===== config.mk =====
export PLATFORM = sky130hd
export DESIGN_NAME = posit_decode_pipe
export DESIGN_NICKNAME = d
export VERILOG_FILES = /design/src/rtl/posit_decode_pipe.sv
export SDC_FILE = /design/constraint.sdc
export NUM_CORES = 1
export LEC_CHECK = 0
export ABC_CLOCK_PERIOD_IN_PS = 20300
export BUFFER_PORTS_ARGS = -buffer_cell sky130_fd_sc_hd__buf_2
export CAP_MARGIN = 20
export CORE_MARGIN = 2
export CORE_UTILIZATION = 64
export CTS_BUF_LIST = sky130_fd_sc_hd__clkbuf_8
export DETAILED_ROUTE_END_ITERATION = 7
export PLACE_DENSITY_LB_ADDON = 0.2
export SLEW_MARGIN = 20
export SYNTH_ARGS = -nofsm -noshare
export SYNTH_HDL_FRONTEND = slang
export SYNTH_SLANG_ARGS = --single-unit

===== constraint.sdc =====
create_clock -name clk -period 20.3 [get_ports clk]
set_input_delay 2.03 -clock clk [delete_from_list [all_inputs] [get_ports clk]]
set_output_delay 2.03 -clock clk [all_outputs]
set_load 0.005 [all_outputs]

===== src/rtl/posit_decode_pipe.sv =====
// posit_decode_pipe: 3-stage streaming posit decoder (sign, scale, fraction, zero/NaR flags).
// Optional NaR/zero statistics counters are enabled by defining POSIT_DECODE_STATS_EN.
`timescale 1ns/1ps
`default_nettype none

module posit_decode_pipe #(
   parameter int POSIT_WIDTH = 32,
   parameter int POSIT_ES    = 2,
   localparam int SCALE_WIDTH = $clog2(POSIT_WIDTH) + POSIT_ES + 1,
   localparam int FRAC_WIDTH  = POSIT_WIDTH - POSIT_ES - 3
) (
   input  logic                   clk,
   input  logic                   rst_n,
   input  logic                   in_valid_i,
   output logic                   in_ready_o,
   input  logic [POSIT_WIDTH-1:0] posit_i,
   output logic                   out_valid_o,
   input  logic                   out_ready_i,
   output logic                   sign_o,
   output logic [SCALE_WIDTH-1:0] scale_o,
   output logic [FRAC_WIDTH-1:0]  fraction_o,
   output logic                   zero_o,
   output logic                   nar_o
`ifdef POSIT_DECODE_STATS_EN
   ,
   output logic [15:0]            nar_count_o,
   output logic [15:0]            zero_count_o
`endif
);

   localparam int N     = POSIT_WIDTH;
   localparam int RUN_W = $clog2(POSIT_WIDTH) + 1;
   localparam int REM_W = POSIT_WIDTH - 3;

   logic s1_load, s2_load, s3_load;

   logic             s1_valid, s1_sign, s1_zero, s1_nar;
   logic [N-2:0]     s1_body;
   logic             s2_valid, s2_sign, s2_zero, s2_nar;
   logic signed [SCALE_WIDTH-1:0] s2_k;
   logic [REM_W-1:0] s2_rem;

   assign s3_load    = ~out_valid_o | out_ready_i;
   assign s2_load    = ~s2_valid | s3_load;
   assign s1_load    = ~s1_valid | s2_load;
   assign in_ready_o = s1_load;

   // Low N-1 bits of the two's-complement magnitude equal the negation of the low bits.
   logic [N-2:0] body_in;
   logic         is_zero, is_nar;
   assign body_in = posit_i[N-1] ? -posit_i[N-2:0] : posit_i[N-2:0];
   assign is_zero = (posit_i == '0);
   assign is_nar  = posit_i[N-1] & (posit_i[N-2:0] == '0);

   always_ff @(posedge clk) begin
      if (!rst_n) begin
         s1_valid <= 1'b0;
         s1_sign  <= 1'b0;
         s1_zero  <= 1'b0;
         s1_nar   <= 1'b0;
         s1_body  <= '0;
      end else if (s1_load) begin
         s1_valid <= in_valid_i;
         if (in_valid_i) begin
            s1_sign <= posit_i[N-1];
            s1_zero <= is_zero;
            s1_nar  <= is_nar;
            s1_body <= body_in;
         end
      end
   end

   logic [RUN_W-1:0]       run_len;
   logic                   run_on;
   logic [SCALE_WIDTH-1:0] run_ext;
   logic signed [SCALE_WIDTH-1:0] k_next;
   logic [REM_W-1:0]       rem_next;

   always_comb begin
      run_len = '0;
      run_on  = 1'b1;
      for (int i = N - 2; i >= 0; i--) begin
         if (run_on && (s1_body[i] == s1_body[N-2])) begin
            run_len = run_len + RUN_W'(1);
         end else begin
            run_on = 1'b0;
         end
      end
   end

   assign run_ext = SCALE_WIDTH'(run_len);
   assign k_next  = s1_body[N-2] ? $signed(run_ext - SCALE_WIDTH'(1)) : -$signed(run_ext);
   // Dropping the first run bit and the terminator turns a shift of m+1 into m-1 on body[N-4:0].
   assign rem_next = s1_body[N-4:0] << (run_len - RUN_W'(1));

   always_ff @(posedge clk) begin
      if (!rst_n) begin
         s2_valid <= 1'b0;
         s2_sign  <= 1'b0;
         s2_zero  <= 1'b0;
         s2_nar   <= 1'b0;
         s2_k     <= '0;
         s2_rem   <= '0;
      end else if (s2_load) begin
         s2_valid <= s1_valid;
         if (s1_valid) begin
            s2_sign <= s1_sign;
            s2_zero <= s1_zero;
            s2_nar  <= s1_nar;
            s2_k    <= k_next;
            s2_rem  <= rem_next;
         end
      end
   end

   logic [SCALE_WIDTH-1:0]        e_ext;
   logic signed [SCALE_WIDTH-1:0] scale_next;

   generate
      if (POSIT_ES > 0) begin : g_exp
         assign e_ext = SCALE_WIDTH'(s2_rem[REM_W-1 -: POSIT_ES]);
      end else begin : g_no_exp
         assign e_ext = '0;
      end
   endgenerate

   assign scale_next = (s2_k <<< POSIT_ES) + $signed(e_ext);

   always_ff @(posedge clk) begin
      if (!rst_n) begin
         out_valid_o <= 1'b0;
         sign_o      <= 1'b0;
         scale_o     <= '0;
         fraction_o  <= '0;
         zero_o      <= 1'b0;
         nar_o       <= 1'b0;
      end else if (s3_load) begin
         out_valid_o <= s2_valid;
         if (s2_valid) begin
            sign_o <= s2_sign;
            zero_o <= s2_zero;
            nar_o  <= s2_nar;
            if (s2_zero || s2_nar) begin
               scale_o    <= '0;
               fraction_o <= '0;
            end else begin
               scale_o    <= scale_next;
               fraction_o <= s2_rem[FRAC_WIDTH-1:0];
            end
         end
      end
   end

`ifdef POSIT_DECODE_STATS_EN
   logic out_fire;
   assign out_fire = out_valid_o & out_ready_i;

   always_ff @(posedge clk) begin
      if (!rst_n) begin
         nar_count_o  <= '0;
         zero_count_o <= '0;
      end else if (out_fire) begin
         if (nar_o && (nar_count_o != 16'hFFFF)) begin
            nar_count_o <= nar_count_o + 16'd1;
         end
         if (zero_o && (zero_count_o != 16'hFFFF)) begin
            zero_count_o <= zero_count_o + 16'd1;
         end
      end
   end
`else
   // Statistics counters are not built in this configuration.
`endif

endmodule

`default_nettype wire


-- After elaboration in Yosys (flattened, before gate mapping)
Index checks and enable logic that the tools add are counted.
- reduce and logical (&&, ||, !) cells: 35
- add/sub/neg operators: 34
- bitwise operators: 7
- multiplexer cells: 63
- equality and inequality tests: 30
- shift-type cells: 1
- operators with widths (operator ; number):
    6-bit 2-to-1 mux ; 30
    6-bit by 1-bit adder with 6-bit output (second input constant) ; 29
    32-bit zero test ; 1
    31-bit zero test ; 1
    31-bit 2-to-1 mux ; 1
    31-bit negation ; 1
    1-bit == test ; 30
    1-bit logical AND ; 29
    1-bit 2-to-1 mux ; 29
    29-bit by 6-bit left shift with 29-bit output ; 1
    27-bit 2-to-1 mux ; 1
    6-bit by 1-bit subtractor with 6-bit output (second input constant) ; 2
    8-bit by 3-bit adder with 8-bit output ; 1
    8-bit 2-to-1 mux ; 1
    6-bit negation ; 1
    2-bit AND reduction ; 3
    1-bit inverter ; 3
    1-bit OR ; 3
    2-bit 2-to-1 mux ; 1
    1-bit AND ; 1
    1-bit logical OR ; 1
- register bits after elaboration: 113
- output and inout port bits: 40
- logic and storage cells: 187
- input bits: 36

-- Logic depth before layout (Yosys ltp)
Gate-level depths: netlist of the first run.
- depth in word-level cells: 62
- gate-level depth with buffers: 99
- mapped depth without buffers: 94

-- Worst setup path before layout of the first run
Ideal clock, no wire load.
- kind: reg-to-reg
- start: register s1_body[30]
- end: register s2_rem[23]
- data required time: 20.183 ns
- stages on the path, launching flop included: 99
- buffers on the path: 6
- library setup time: 0.117 ns
- path slack: 2.350 ns
- clock period less this slack: 17.950 ns
- arrival: 17.834 ns
- path through: dfxtp_1 buf_6 buf_8 buf_6 buf_2 nand2_1 a31o_2 nand2_1 ha_1 o31a_1 ha_1 a31o_2 ha_1 a21oi_1 o21bai_1 ha_1 o221ai_1 a2111oi_0 [63 not listed] nand2_1 nand2_1 ha_1 mux2i_1 o21ai_0 ha_1 o21ai_0 and2_1 o21ai_0 xor2_1 xor2_1 buf_2 buf_1 mux2i_1 nand2_1 o211ai_1 o31ai_1 a22o_1
- longest elaborated chain between the ends: 62
- elaborated cells between the ends (all ways): 149
- classes of those cells: add/sub: 30; eq/ne: 30; shift: 1; mux: 59; reduce/logical: 29
- ends and longest elaborated chain (item ; RTL line ; text):
    start: declaration ; 38 ; logic [N-2:0] s1_body;
    start signal: assignment ; 68 ; s1_body <= body_in;
    1-bit == test ; 83 ; if (run_on && (s1_body[i] == s1_body[N-2])) begin
    2-bit 2-to-1 mux or 1-bit 2-to-1 mux (tied branches) ; 83 ;
    6-bit by 1-bit adder with 6-bit output or 1-bit logical AND (tied branches) ; 84, 83 ;
    6-bit 2-to-1 mux or 1-bit 2-to-1 mux (tied branches) ; 83 ;
    6-bit by 1-bit adder with 6-bit output or 1-bit logical AND (tied branches) ; 84, 83 ;
    6-bit 2-to-1 mux or 1-bit 2-to-1 mux (tied branches) ; 83 ;
    6-bit by 1-bit adder with 6-bit output or 1-bit logical AND (tied branches) ; 84, 83 ;
    6-bit 2-to-1 mux or 1-bit 2-to-1 mux (tied branches) ; 83 ;
    [46 not listed] ; n/a ;
    6-bit by 1-bit adder with 6-bit output or 1-bit logical AND (tied branches) ; 84, 83 ;
    6-bit 2-to-1 mux or 1-bit 2-to-1 mux (tied branches) ; 83 ;
    6-bit by 1-bit adder with 6-bit output or 1-bit logical AND (tied branches) ; 84, 83 ;
    6-bit 2-to-1 mux or 1-bit 2-to-1 mux (tied branches) ; 83 ;
    6-bit by 1-bit adder with 6-bit output or 1-bit logical AND (tied branches) ; 84, 83 ;
    6-bit 2-to-1 mux (*) ; 83 ;
    6-bit by 1-bit subtractor with 6-bit output (*) ; 94 ; assign rem_next = s1_body[N-4:0] << (run_len - RUN_W'(1));
    29-bit by 6-bit left shift with 29-bit output (*) ; 94 ;
    end signal: assignment ; 111 ; s2_rem <= rem_next;
    end: declaration ; 41 ; logic [REM_W-1:0] s2_rem;
Every way passes the cells marked *; elsewhere a longest branch is shown, timed or not.
A chain may end at the register's enable or synchronous reset.

-- Worst setup path in the final report of the first run
- start: register s1_body[26]
- end: register s2_rem[25]
- longest elaborated chain between the ends: 57
- elaborated cells between the ends (all ways): 109
- classes of those cells: add/sub: 27; eq/ne: 1; shift: 1; mux: 53; reduce/logical: 27
- ends and longest elaborated chain (item ; RTL line):
    1-bit == test ; 83
    1-bit logical AND ; 83
    6-bit 2-to-1 mux or 1-bit 2-to-1 mux (tied branches) ; 83
    6-bit by 1-bit adder with 6-bit output or 1-bit logical AND (tied branches) ; 84, 83
    6-bit 2-to-1 mux or 1-bit 2-to-1 mux (tied branches) ; 83
    6-bit by 1-bit adder with 6-bit output or 1-bit logical AND (tied branches) ; 84, 83
    6-bit 2-to-1 mux or 1-bit 2-to-1 mux (tied branches) ; 83
    6-bit by 1-bit adder with 6-bit output or 1-bit logical AND (tied branches) ; 84, 83
    [41 not listed] ; n/a
    6-bit by 1-bit adder with 6-bit output or 1-bit logical AND (tied branches) ; 84, 83
    6-bit 2-to-1 mux or 1-bit 2-to-1 mux (tied branches) ; 83
    6-bit by 1-bit adder with 6-bit output or 1-bit logical AND (tied branches) ; 84, 83
    6-bit 2-to-1 mux or 1-bit 2-to-1 mux (tied branches) ; 83
    6-bit by 1-bit adder with 6-bit output or 1-bit logical AND (tied branches) ; 84, 83
    6-bit 2-to-1 mux ; 83
    6-bit by 1-bit subtractor with 6-bit output ; 94
    29-bit by 6-bit left shift with 29-bit output (*) ; 94
Marks and branches as above.

==> results.sh, run 1 <==
export IMPL_run_status="completed"
export IMPL_io_buffer_count=75
export IMPL_routed_vias=10400
export IMPL_gp_congestion=0.927
export IMPL_top_level_ports=76
export IMPL_synthToLayoutAreaGrowth_pct=10.4
export IMPL_synthDistinctLibCells=100
export IMPL_antenna_found_initial=0
export IMPL_kind_of_start_point_of_the_critical_path="flop"
export IMPL_layout_nets=1447
export IMPL_synthesis_yosys_warnings=0
export IMPL_detailedRoute_firstIterationViolations=1044
export IMPL_route_final_wire_length_mm=28.2
export IMPL_grt_start_max_net_pins=75
export IMPL_grt_overflow=0
export IMPL_hpwlAfterDp_mm=20.5
export IMPL_synth_edf_count=0
export IMPL_worstSkewPairLatency_ps=440
export IMPL_finalCriticalPeriod_ps=18900
export IMPL_critical_path_most_common_cell="ha_1"
export IMPL_hold_start="fraction_o[9]"
export IMPL_die_height_um=133
export IMPL_synth_flop_cell="dfxtp_1"
export IMPL_cts_htree_levels=4
export IMPL_fin_total_pwr_mw=1.01
export IMPL_async_flop_share=0
export IMPL_synth_commonest_cells="nand2_1, dfxtp_1, mux2i_1"
export IMPL_startpoint="s1_body[26]"
export IMPL_timing_final_max_slew_violations=0
export IMPL_power_density_nw_per_um2=86.6
export IMPL_synth_top_area_frac=0.213
export IMPL_slowest_stage="a2111oi_2"
export IMPL_routed_wire_length_per_instance_um=17.4
export IMPL_grt_first_pass_wirelength_mm=44.6
export IMPL_final_setup_tns_ps=0
export IMPL_fmaxAchievable_mhz=52.9
export IMPL_cp_data_arrival_time_ps=19220
export IMPL_synth_nets=1414
export IMPL_design_area_um2=11700
export IMPL_tritoncts="done"
export IMPL_cts_buffers=17
export IMPL_post_drt_via_cell_ratio=6.42
export IMPL_place_inst=1571
export IMPL_finalSetupViolations=0
export IMPL_placed_cell_area_um2=11000
export IMPL_remaining_drc_errors=0
export IMPL_synth_most_common_cell="nand2_1"
export IMPL_hold_viol=0
export IMPL_final_antenna_net_count=0
export IMPL_die_x_extent_um=133
export IMPL_floorplan_die_area_um2=17600
export IMPL_syn_area_um2=10600
export IMPL_timing_max_cap_violations=0
export IMPL_final_layout_size_suffix_gt1_frac=0.160
export IMPL_synth_yosys_seq_area_share=0.213
export IMPL_slew_headroom=0.439
export IMPL_cts_sink_count=113
export IMPL_globalRouteTotalUtil=0.304
export IMPL_worst_slew_pin_slew_ps=842
export IMPL_setup_worst_path_end_class="flop"
export IMPL_hold_path_class="reg -> reg"
export IMPL_post_synth_top_area_cell="dfxtp_1"
export IMPL_start_util=0.647
export IMPL_cp_slowest_stage_delay_ps=470
export IMPL_rr_startpoint="s1_body[26]"
export IMPL_clock_tree_buffer_depth=2
export IMPL_crit_required_ps=20620
export IMPL_postSynthRegisterBits=113
export IMPL_postSynthAreaPerCell_um2=7.85
export IMPL_row_count=47
export IMPL_finClkSkew_ps=17.1
export IMPL_clk_root_buffer_cell="clkbuf_8"
export IMPL_synthesized_instance_count=1351
export IMPL_post_route_period_util=0.931
export IMPL_peakVddDrop_v=0.0000576
export IMPL_worst_setup_hold_path_clk_slew_ps=80
export IMPL_n_antenna_cell=0
export IMPL_critPathKind="reg -> reg"
export IMPL_placeableCoreArea_um2=16400
export IMPL_detail_route_first_pass_iterations=6
export IMPL_synth_top_cells_by_area="dfxtp_1, mux2i_1, nand2_1"
export IMPL_finish_cell_count_without_fillers=1617
export IMPL_static_leakage_power_nw=4.90
export IMPL_cp_max_fo=6
export IMPL_vias_in_the_first_global_route=8984
## repair_timing
action | CTS | global route
buffers inserted | 0 | 11
hold buffers | 0 | 0
endpoints found under the setup margin | 0 | 32
resized for setup | 0 | 19
## per-layer routing
| metal | track usage | up-vias | part of all wire |
|---|---|---|---|
| met1 | 0.447 | 4938 | 0.46 |
| met3 | 0.0356 | 47 | 0.071 |
| met5 | 0 | - | 0 |
| met2 | 0.481 | 361 | 0.45 |
| met4 | 0.0627 | 0 | 0.017 |
| li1 | - | 5032 | - |
## final cells by class
| cell class | count | area [um^2] |
|---|---|---|
| Fill cell | 1346 | 4700 |
| Sequential cell | 113 | 2260 |
| Clock inverter | 13 | 148 |
| Timing Repair Buffer | 105 | 638 |
| Tap cell | 220 | 275 |
| Inverter | 23 | 86.3 |
| Clock buffer | 19 | 262 |
| Multi-Input combinational cell | 1124 | 8040 |
## registers in the layout, indices dropped and copies added (netlist names), 6 cells and up
name and cells:
s2_k 6, s2_rem 29, s1_body 31, fraction_o 27, scale_o 8
## stage by stage
| step | hold WS, ps | util | setup WS [ps] |
|---|---|---|---|
| final | 459 | 0.714 | 1400 |
| after global routing | 477 | 0.714 | -39.2 |
| after CTS | 460 | 0.698 | 584 |
| after detailed placement | 445 | 0.673 | 679 |
| after global placement | 437 | 0.673 | 1360 |
| after floorplan | 426 | - | 2350 |
## cell families after synthesis
group,after synthesis,synth area share
compound gates,342,0.244
fa+ha+maj,29,0.0337
flops,113,0.213
buf+inv,117,0.0483
simple gates,540,0.252
mux,100,0.0972
xor+xnor,110,0.112
## critical path: cells and delay by family (launching register included)
family          cells  cell delay, ps
flops               1             430
compound gates     34            6000
simple gates       22            2100
xor+xnor            1             200
mux                10            2160
fa+ha+maj          25            7650
buf+inv             2             230
## report_power, final
part	switching (mW)	internal [mW]	total, mW
Sequential	0.0203	0.237	0.257
Clock	0.104	0.118	0.222
Combinational	0.311	0.224	0.535
## path summary, 6_finish.rpt
kind | endpoint | slack [ps] | cells past startpoint
worst max-delay path | s2_rem[25] | 1400 | 94
worst min-delay path | fraction_o[9] | 460 | 2
worst max register to register | s2_rem[25] | 1400 | 94
worst min register to register | fraction_o[9] | 460 | 2
## placed cells by master, fill, tap and decap left out, types with 14 or more instances in the layout
cell	instances
inv_1	22
clkbuf_8	19
a21oi_1	42
buf_2	75
and3_1	17
o211a_1	32
o31ai_1	16
xnor2_1	43
a21boi_0	53
mux2i_1	85
nand3_1	79
ha_1	26
a32o_1	17
nor2_1	81
xor2_1	45
and2_1	14
nand2_1	195
buf_4	27
nor3_1	25
dfxtp_1	112
or2_2	19
o21ai_0	49
No activity file was read; power rests on OpenSTA's default activity.
==> run 2: changes to the inputs <==
--- a/config.mk
+++ b/config.mk
@@ -5,7 +5,7 @@
 export SDC_FILE = /design/constraint.sdc
 export NUM_CORES = 1
 export LEC_CHECK = 0
-export ABC_CLOCK_PERIOD_IN_PS = 20300
+export ABC_CLOCK_PERIOD_IN_PS = 18030
 export BUFFER_PORTS_ARGS = -buffer_cell sky130_fd_sc_hd__buf_2
 export CAP_MARGIN = 20
 export CORE_MARGIN = 2
==> constraint.sdc (replaced) <==
create_clock -name clk -period 18.03 [get_ports clk]
set_input_delay 1.803 -clock clk [delete_from_list [all_inputs] [get_ports clk]]
set_output_delay 1.803 -clock clk [all_outputs]
set_load 0.005 [all_outputs]
==> run 2 against run 1 <==
Maximum frequency up 7.3%. Combinational power up 39%. Core utilization up 5.2 points. Sequential share of layout area down 1.2 points. Critical endpoint is now s2_rem[27].
==> results.sh, run 2 (synthesis results as in run 1) <==
export IMPL_die_x_extent_um=133
export IMPL_worst_slew_pin_slew_ps=1110
export IMPL_cp_slowest_stage_delay_ps=430
export IMPL_setup_worst_path_end_class="flop"
export IMPL_num_fill_cells=1116
export IMPL_gp_congestion=0.925
export IMPL_regMostFlops="s1_body"
export IMPL_crit_required_ps=18420
export IMPL_grt_first_pass_wirelength_mm=46.3
export IMPL_detailedRoute_firstIterationViolations=1048
export IMPL_power_density_nw_per_um2=103
export IMPL_netSwitchingPower_mw=0.544
export IMPL_path_delay_family="adder cells"
export IMPL_final_common_cell="nand2_1"
export IMPL_cts_htree_levels=4
export IMPL_final_cell_mix="nand2_1, dfxtp_1, mux2i_1"
export IMPL_cts_sink_count=113
export IMPL_place_ws_ps=-547
export IMPL_peakVddDrop_v=0.0000718
export IMPL_fmaxAchievable_mhz=56.8
export IMPL_routed_wire_length_per_instance_um=18.2
export IMPL_critPathKind="reg -> reg"
export IMPL_startpoint="s1_body[26]"
export IMPL_final_layout_size_suffix_gt1_frac=0.236
export IMPL_row_count=47
export IMPL_die_height_um=133
export IMPL_grt_overflow=0
export IMPL_tritoncts="done"
export IMPL_kind_of_start_point_of_the_critical_path="flop"
export IMPL_clk_root_buffer_cell="clkbuf_8"
export IMPL_hold_viol=0
export IMPL_static_leakage_power_nw=5.19
export IMPL_whs_endpoint="fraction_o[8]"
export IMPL_cp_data_arrival_time_ps=18000
export IMPL_final_core_util=0.766
export IMPL_flip_flop_count_of_the_largest_register_after_layout=31
export IMPL_n_antenna_cell=0
export IMPL_critical_path_most_common_cell="ha_4"
export IMPL_slew_headroom=0.261
export IMPL_worst_setup_hold_path_clk_slew_ps=80
export IMPL_finalSetupViolations=0
export IMPL_layout_nets=1493
export IMPL_power_share_switching=0.420
export IMPL_r2r_setup_slack_ps=410
export IMPL_finalCriticalPeriod_ps=17620
export IMPL_routed_vias=10900
export IMPL_start_util=0.647
export IMPL_hold_worst_slack_ps=458
export IMPL_cp_max_fo=10
export IMPL_grt_start_max_net_pins=87
export IMPL_globalRouteTotalUtil=0.314
export IMPL_post_drt_via_cell_ratio=6.57
export IMPL_floorplan_die_area_um2=17600
export IMPL_p_comb_frac=0.575
export IMPL_share_of_total_power_in_the_clock_network=0.202
export IMPL_slowest_stage="a2111oi_4"
export IMPL_timing_final_max_slew_violations=0
export IMPL_cell_internal_pwr_mw=0.751
export IMPL_route_final_wire_length_mm=30.3
export IMPL_top_level_ports=76
export IMPL_hold_start="fraction_o[8]"
export IMPL_hold_crit_depth=2
export IMPL_timing_final_ws_setup_ps=413
export IMPL_detail_route_first_pass_iterations=7
export IMPL_rr_startpoint="s1_body[26]"
export IMPL_clock_tree_buffer_depth=2
export IMPL_run_status="completed"
export IMPL_timing_max_cap_violations=0
export IMPL_worst_r2r_endpoint="s2_rem[27]"
export IMPL_top_regs="s1_body (31), s2_rem (29), fraction_o (27)"
export IMPL_antenna_found_initial=0
export IMPL_fin_total_pwr_mw=1.29
export IMPL_placeableCoreArea_um2=16400
export IMPL_worstSkewPairLatency_ps=440
export IMPL_finClkSkew_ps=13.4
export IMPL_post_route_period_util=0.977
export IMPL_remaining_drc_errors=0
export IMPL_io_buffer_count=75
export IMPL_final_setup_tns_ps=0
export IMPL_seq_power_share=0.224
export IMPL_cts_buffers=17
export IMPL_hpwlAfterDp_mm=20.5
export IMPL_synthToLayoutAreaGrowth_pct=18.4
export IMPL_worst_r2r_path_depth=92
export IMPL_vias_in_the_first_global_route=9517
export IMPL_final_antenna_net_count=0
export IMPL_hold_path_class="reg -> reg"
export IMPL_cp_num_buf_inv=3
-- run 2: changes by cell type in the layout (fill, tap and decap cells not counted), moves of 6 or more --
cell	previous run	this run
buf_4	27	69
ha_1	26	13
ha_4	0	12
mux2_4	0	6
nand2_1	195	185
nand2_2	1	11
nor2_1	81	74
o21ai_0	49	39
o21ai_1	3	9
o221ai_1	13	6
o221ai_2	0	7
-- run 2: worst max-delay path by stage --
stage / depth (start not counted) / slack (ps) / to
finish: 92 / 410 / s2_rem[27]
CTS: 98 / 20 / s2_rem[27]
global route: 98 / -300 / s2_rem[27]
detailed placement: 95 / -550 / s2_rem[27]
floorplan: 98 / 80 / s2_rem[23]
global placement: 94 / 60 / s2_rem[27]
-- run 2: routing by layer --
metal	global-route usage	vias to the layer above	wire length (um)
met2	0.493	559	13800
met1	0.442	5135	13200
met5	0	-	0
met4	0.105	0	989
li1	-	5128	-
met3	0.0464	100	2320
-- run 2: final cells by class --
cell class              count  area (um^2)  share of cell area
multi-input cells        1122         8430               0.671
flip-flops and latches    113         2280               0.181
repair buffers            153         1060              0.0846
well taps                 220          275              0.0219
clock buffers              18          248              0.0197
clock inverters            14          181              0.0144
inverters                  23         90.1             0.00717
-- run 2: worst min-delay path: stages, from the launching register on --
cell      delay, ps
dfxtp_1         310
nand2_1          40
a21boi_0         60
-- run 2: what timing repair did --
action                                  4_1_cts  5_1_grt
endpoints found under the setup margin       33       34
pin swaps                                     0       67
hold endpoints to repair                      0        0
resized for setup                            14      109
gates cloned                                  0        4
setup buffers                                 2       27
hold buffers                                  0        0
-- run 2: power by group through the flow --
| stage | Clock (mW) | Combinational, mW | Sequential [mW] |
|---|---|---|---|
| floorplan | 0 | 0.447 | 0.280 |
| global placement | 0 | 0.568 | 0.292 |
| detailed placement | 0 | 0.579 | 0.292 |
| CTS | 0.260 | 0.598 | 0.287 |
| global route | 0.272 | 0.794 | 0.291 |
| finish | 0.261 | 0.744 | 0.290 |
-- run 2: stage by stage --
step | cells | area, um^2
final | 1663 | 12600
after global routing | 1663 | 12600
after CTS | 1632 | 11800
after detailed placement | 1598 | 11200
after global placement | 1598 | 11200
after floorplan | 1351 | 10600
==> run 3: changes to the inputs <==
--- a/config.mk
+++ b/config.mk
@@ -5,11 +5,13 @@
 export SDC_FILE = /design/constraint.sdc
 export NUM_CORES = 1
 export LEC_CHECK = 0
-export ABC_CLOCK_PERIOD_IN_PS = 18030
+export ABC_CLOCK_PERIOD_IN_PS = 22300
 export BUFFER_PORTS_ARGS = -buffer_cell sky130_fd_sc_hd__buf_2
 export CAP_MARGIN = 20
+export CELL_PAD_IN_SITES_DETAIL_PLACEMENT = 2
+export CELL_PAD_IN_SITES_GLOBAL_PLACEMENT = 2
 export CORE_MARGIN = 2
-export CORE_UTILIZATION = 64
+export CORE_UTILIZATION = 41
 export CTS_BUF_LIST = sky130_fd_sc_hd__clkbuf_8
 export DETAILED_ROUTE_END_ITERATION = 7
 export PLACE_DENSITY_LB_ADDON = 0.2
==> constraint.sdc (replaced) <==
create_clock -name clk -period 22.3 [get_ports clk]
set_input_delay 2.23 -clock clk [delete_from_list [all_inputs] [get_ports clk]]
set_output_delay 2.23 -clock clk [all_outputs]
set_load 0.005 [all_outputs]
==> run 3 against run 2 <==
Sequential power decreased by 18%. Clock skew increased by 11 ps. Via count decreased by 2.0%. Highest routed layer unchanged.
==> results.sh, run 3 (synthesis results as in run 1) <==
export IMPL_peakVddDrop_v=0.0000791
export IMPL_hpwlAfterDp_mm=28.6
export IMPL_start_util=0.419
export IMPL_route_final_wire_length_mm=41.7
export IMPL_timing_final_max_slew_violations=0
export IMPL_run_status="completed"
export IMPL_die_x_extent_um=165
export IMPL_crit_required_ps=22660
export IMPL_rr_startpoint="s1_body[28]"
export IMPL_timing_max_cap_violations=0
export IMPL_hold_start="fraction_o[5]"
export IMPL_setup_worst_path_end_class="flop"
export IMPL_cts_buffers=17
export IMPL_antenna_found_initial=0
export IMPL_worst_slew_pin_slew_ps=1120
export IMPL_regMostFlops="s1_body"
export IMPL_kind_of_start_point_of_the_critical_path="flop"
export IMPL_clock_tree_buffer_depth=2
export IMPL_flip_flop_count_of_the_largest_register_after_layout=31
export IMPL_vias_in_the_first_global_route=11100
export IMPL_hold_path_class="reg -> reg"
export IMPL_post_drt_via_cell_ratio=6.24
export IMPL_path_delay_family="adder cells"
export IMPL_floorplan_die_area_um2=27200
export IMPL_cts_hold_buffers=0
export IMPL_globalRouteTotalUtil=0.291
export IMPL_synthToLayoutAreaGrowth_pct=9.43
export IMPL_layout_nets=1434
export IMPL_detail_route_first_pass_iterations=5
export IMPL_startpoint="s1_body[28]"
export IMPL_die_height_um=165
export IMPL_final_antenna_net_count=0
export IMPL_placeableCoreArea_um2=25300
export IMPL_worst_setup_hold_path_clk_slew_ps=90
export IMPL_final_layout_size_suffix_gt1_frac=0.147
export IMPL_critPathKind="reg -> reg"
export IMPL_routed_wire_length_per_instance_um=24.3
export IMPL_final_cell_mix="nand2_1, dfxtp_1, mux2i_1"
export IMPL_cp_max_fo=23
export IMPL_tritoncts="done"
export IMPL_grt_start_max_net_pins=87
export IMPL_cts_sink_count=113
export IMPL_grt_overflow=0
export IMPL_finish_cell_count_without_fillers=1714
export IMPL_final_core_util=0.458
export IMPL_post_route_period_util=0.949
export IMPL_fmaxAchievable_mhz=47.3
export IMPL_n_antenna_cell=0
export IMPL_cp_data_arrival_time_ps=21510
export IMPL_fin_total_pwr_mw=0.949
export IMPL_place_inst=1676
export IMPL_cp_num_buf_inv=2
export IMPL_hold_viol=0
export IMPL_cp_slowest_stage_delay_ps=910
export IMPL_num_fill_cells=2915
export IMPL_row_count=58
export IMPL_power_density_nw_per_um2=81.7
export IMPL_io_buffer_count=75
export IMPL_cts_htree_levels=4
export IMPL_finalSetupViolations=0
export IMPL_slew_headroom=0.253
export IMPL_gp_congestion=0.878
export IMPL_detailedRoute_firstIterationViolations=649
export IMPL_remaining_drc_errors=0
export IMPL_critical_path_most_common_cell="ha_1"
export IMPL_routed_vias=10700
export IMPL_finalCriticalPeriod_ps=21160
export IMPL_slowest_stage="clkinv_1"
export IMPL_grt_first_pass_wirelength_mm=62.2
export IMPL_top_level_ports=76
export IMPL_static_leakage_power_nw=4.81
export IMPL_worstSkewPairLatency_ps=470
export IMPL_finClkSkew_ps=24.2
export IMPL_top_regs="s1_body (31), s2_rem (29), fraction_o (27)"
export IMPL_clk_root_buffer_cell="clkbuf_8"
export IMPL_final_common_cell="nand2_1"
[run 3: changes by cell type in the layout (fill, tap and decap cells not counted), moves of 8 or more]
cell	before	now
buf_4	69	19
nand2_1	185	196
nand2_2	11	0
o21ai_1	9	1
o21ai_0	39	52
ha_1	13	27
ha_4	12	0
[run 3: final cells by class]
cell class / instances / area [um^2] / area share
Multi-Input combinational cell: 1122 / 7930 / 0.683
Sequential cell: 113 / 2270 / 0.195
Timing Repair Buffer: 94 / 518 / 0.0446
Tap cell: 330 / 413 / 0.0356
Clock buffer: 17 / 234 / 0.0202
Clock inverter: 15 / 163 / 0.0140
Inverter: 23 / 86.3 / 0.00744
[run 3: final timing paths]
kind                   endpoint  slack (ps)  cells after the start
hold / removal    fraction_o[5]         460                      2
setup reg to reg     s2_rem[26]        1140                     91
hold reg to reg   fraction_o[5]         460                      2
setup / recovery     s2_rem[26]        1140                     91
[run 3: tightest hold or removal path, delay by kind of cell, from the launching register on]
family / cells / cell delay [ps]
AO/OA/AOI/OAI: 1 / 60
flip-flops: 1 / 310
AND/OR/NAND/NOR: 1 / 50
[run 3: what timing repair did]
item,CTS,global route
gates resized for setup,0,5
endpoints found under the setup margin,0,30
hold endpoints to repair,0,0
buffers inserted,0,5
[run 3: per-stage QoR]
step	cell area, um^2	setup TNS (ps)	hold WS (ps)	worst slack, ps
2_1_floorplan	10600	0	426	4350
3_5_place_dp	11100	0	452	1250
6_report	11600	0	463	1140
5_1_grt	11600	-778	495	-171
4_1_cts	11500	0	471	1030
3_3_place_gp	11100	0	439	2760
[run 3: power by group]
| part | internal [mW] | total (mW) | switching [mW] |
|---|---|---|---|
| registers | 0.216 | 0.239 | 0.0237 |
| logic | 0.190 | 0.500 | 0.310 |
| clock network | 0.0937 | 0.209 | 0.115 |
[run 3: metal layers]
metal,GRT usage,share of wire
met1,0.376,0.45
met2,0.501,0.49
met3,0.0434,0.035
met4,0.0866,0.022
met5,0,0
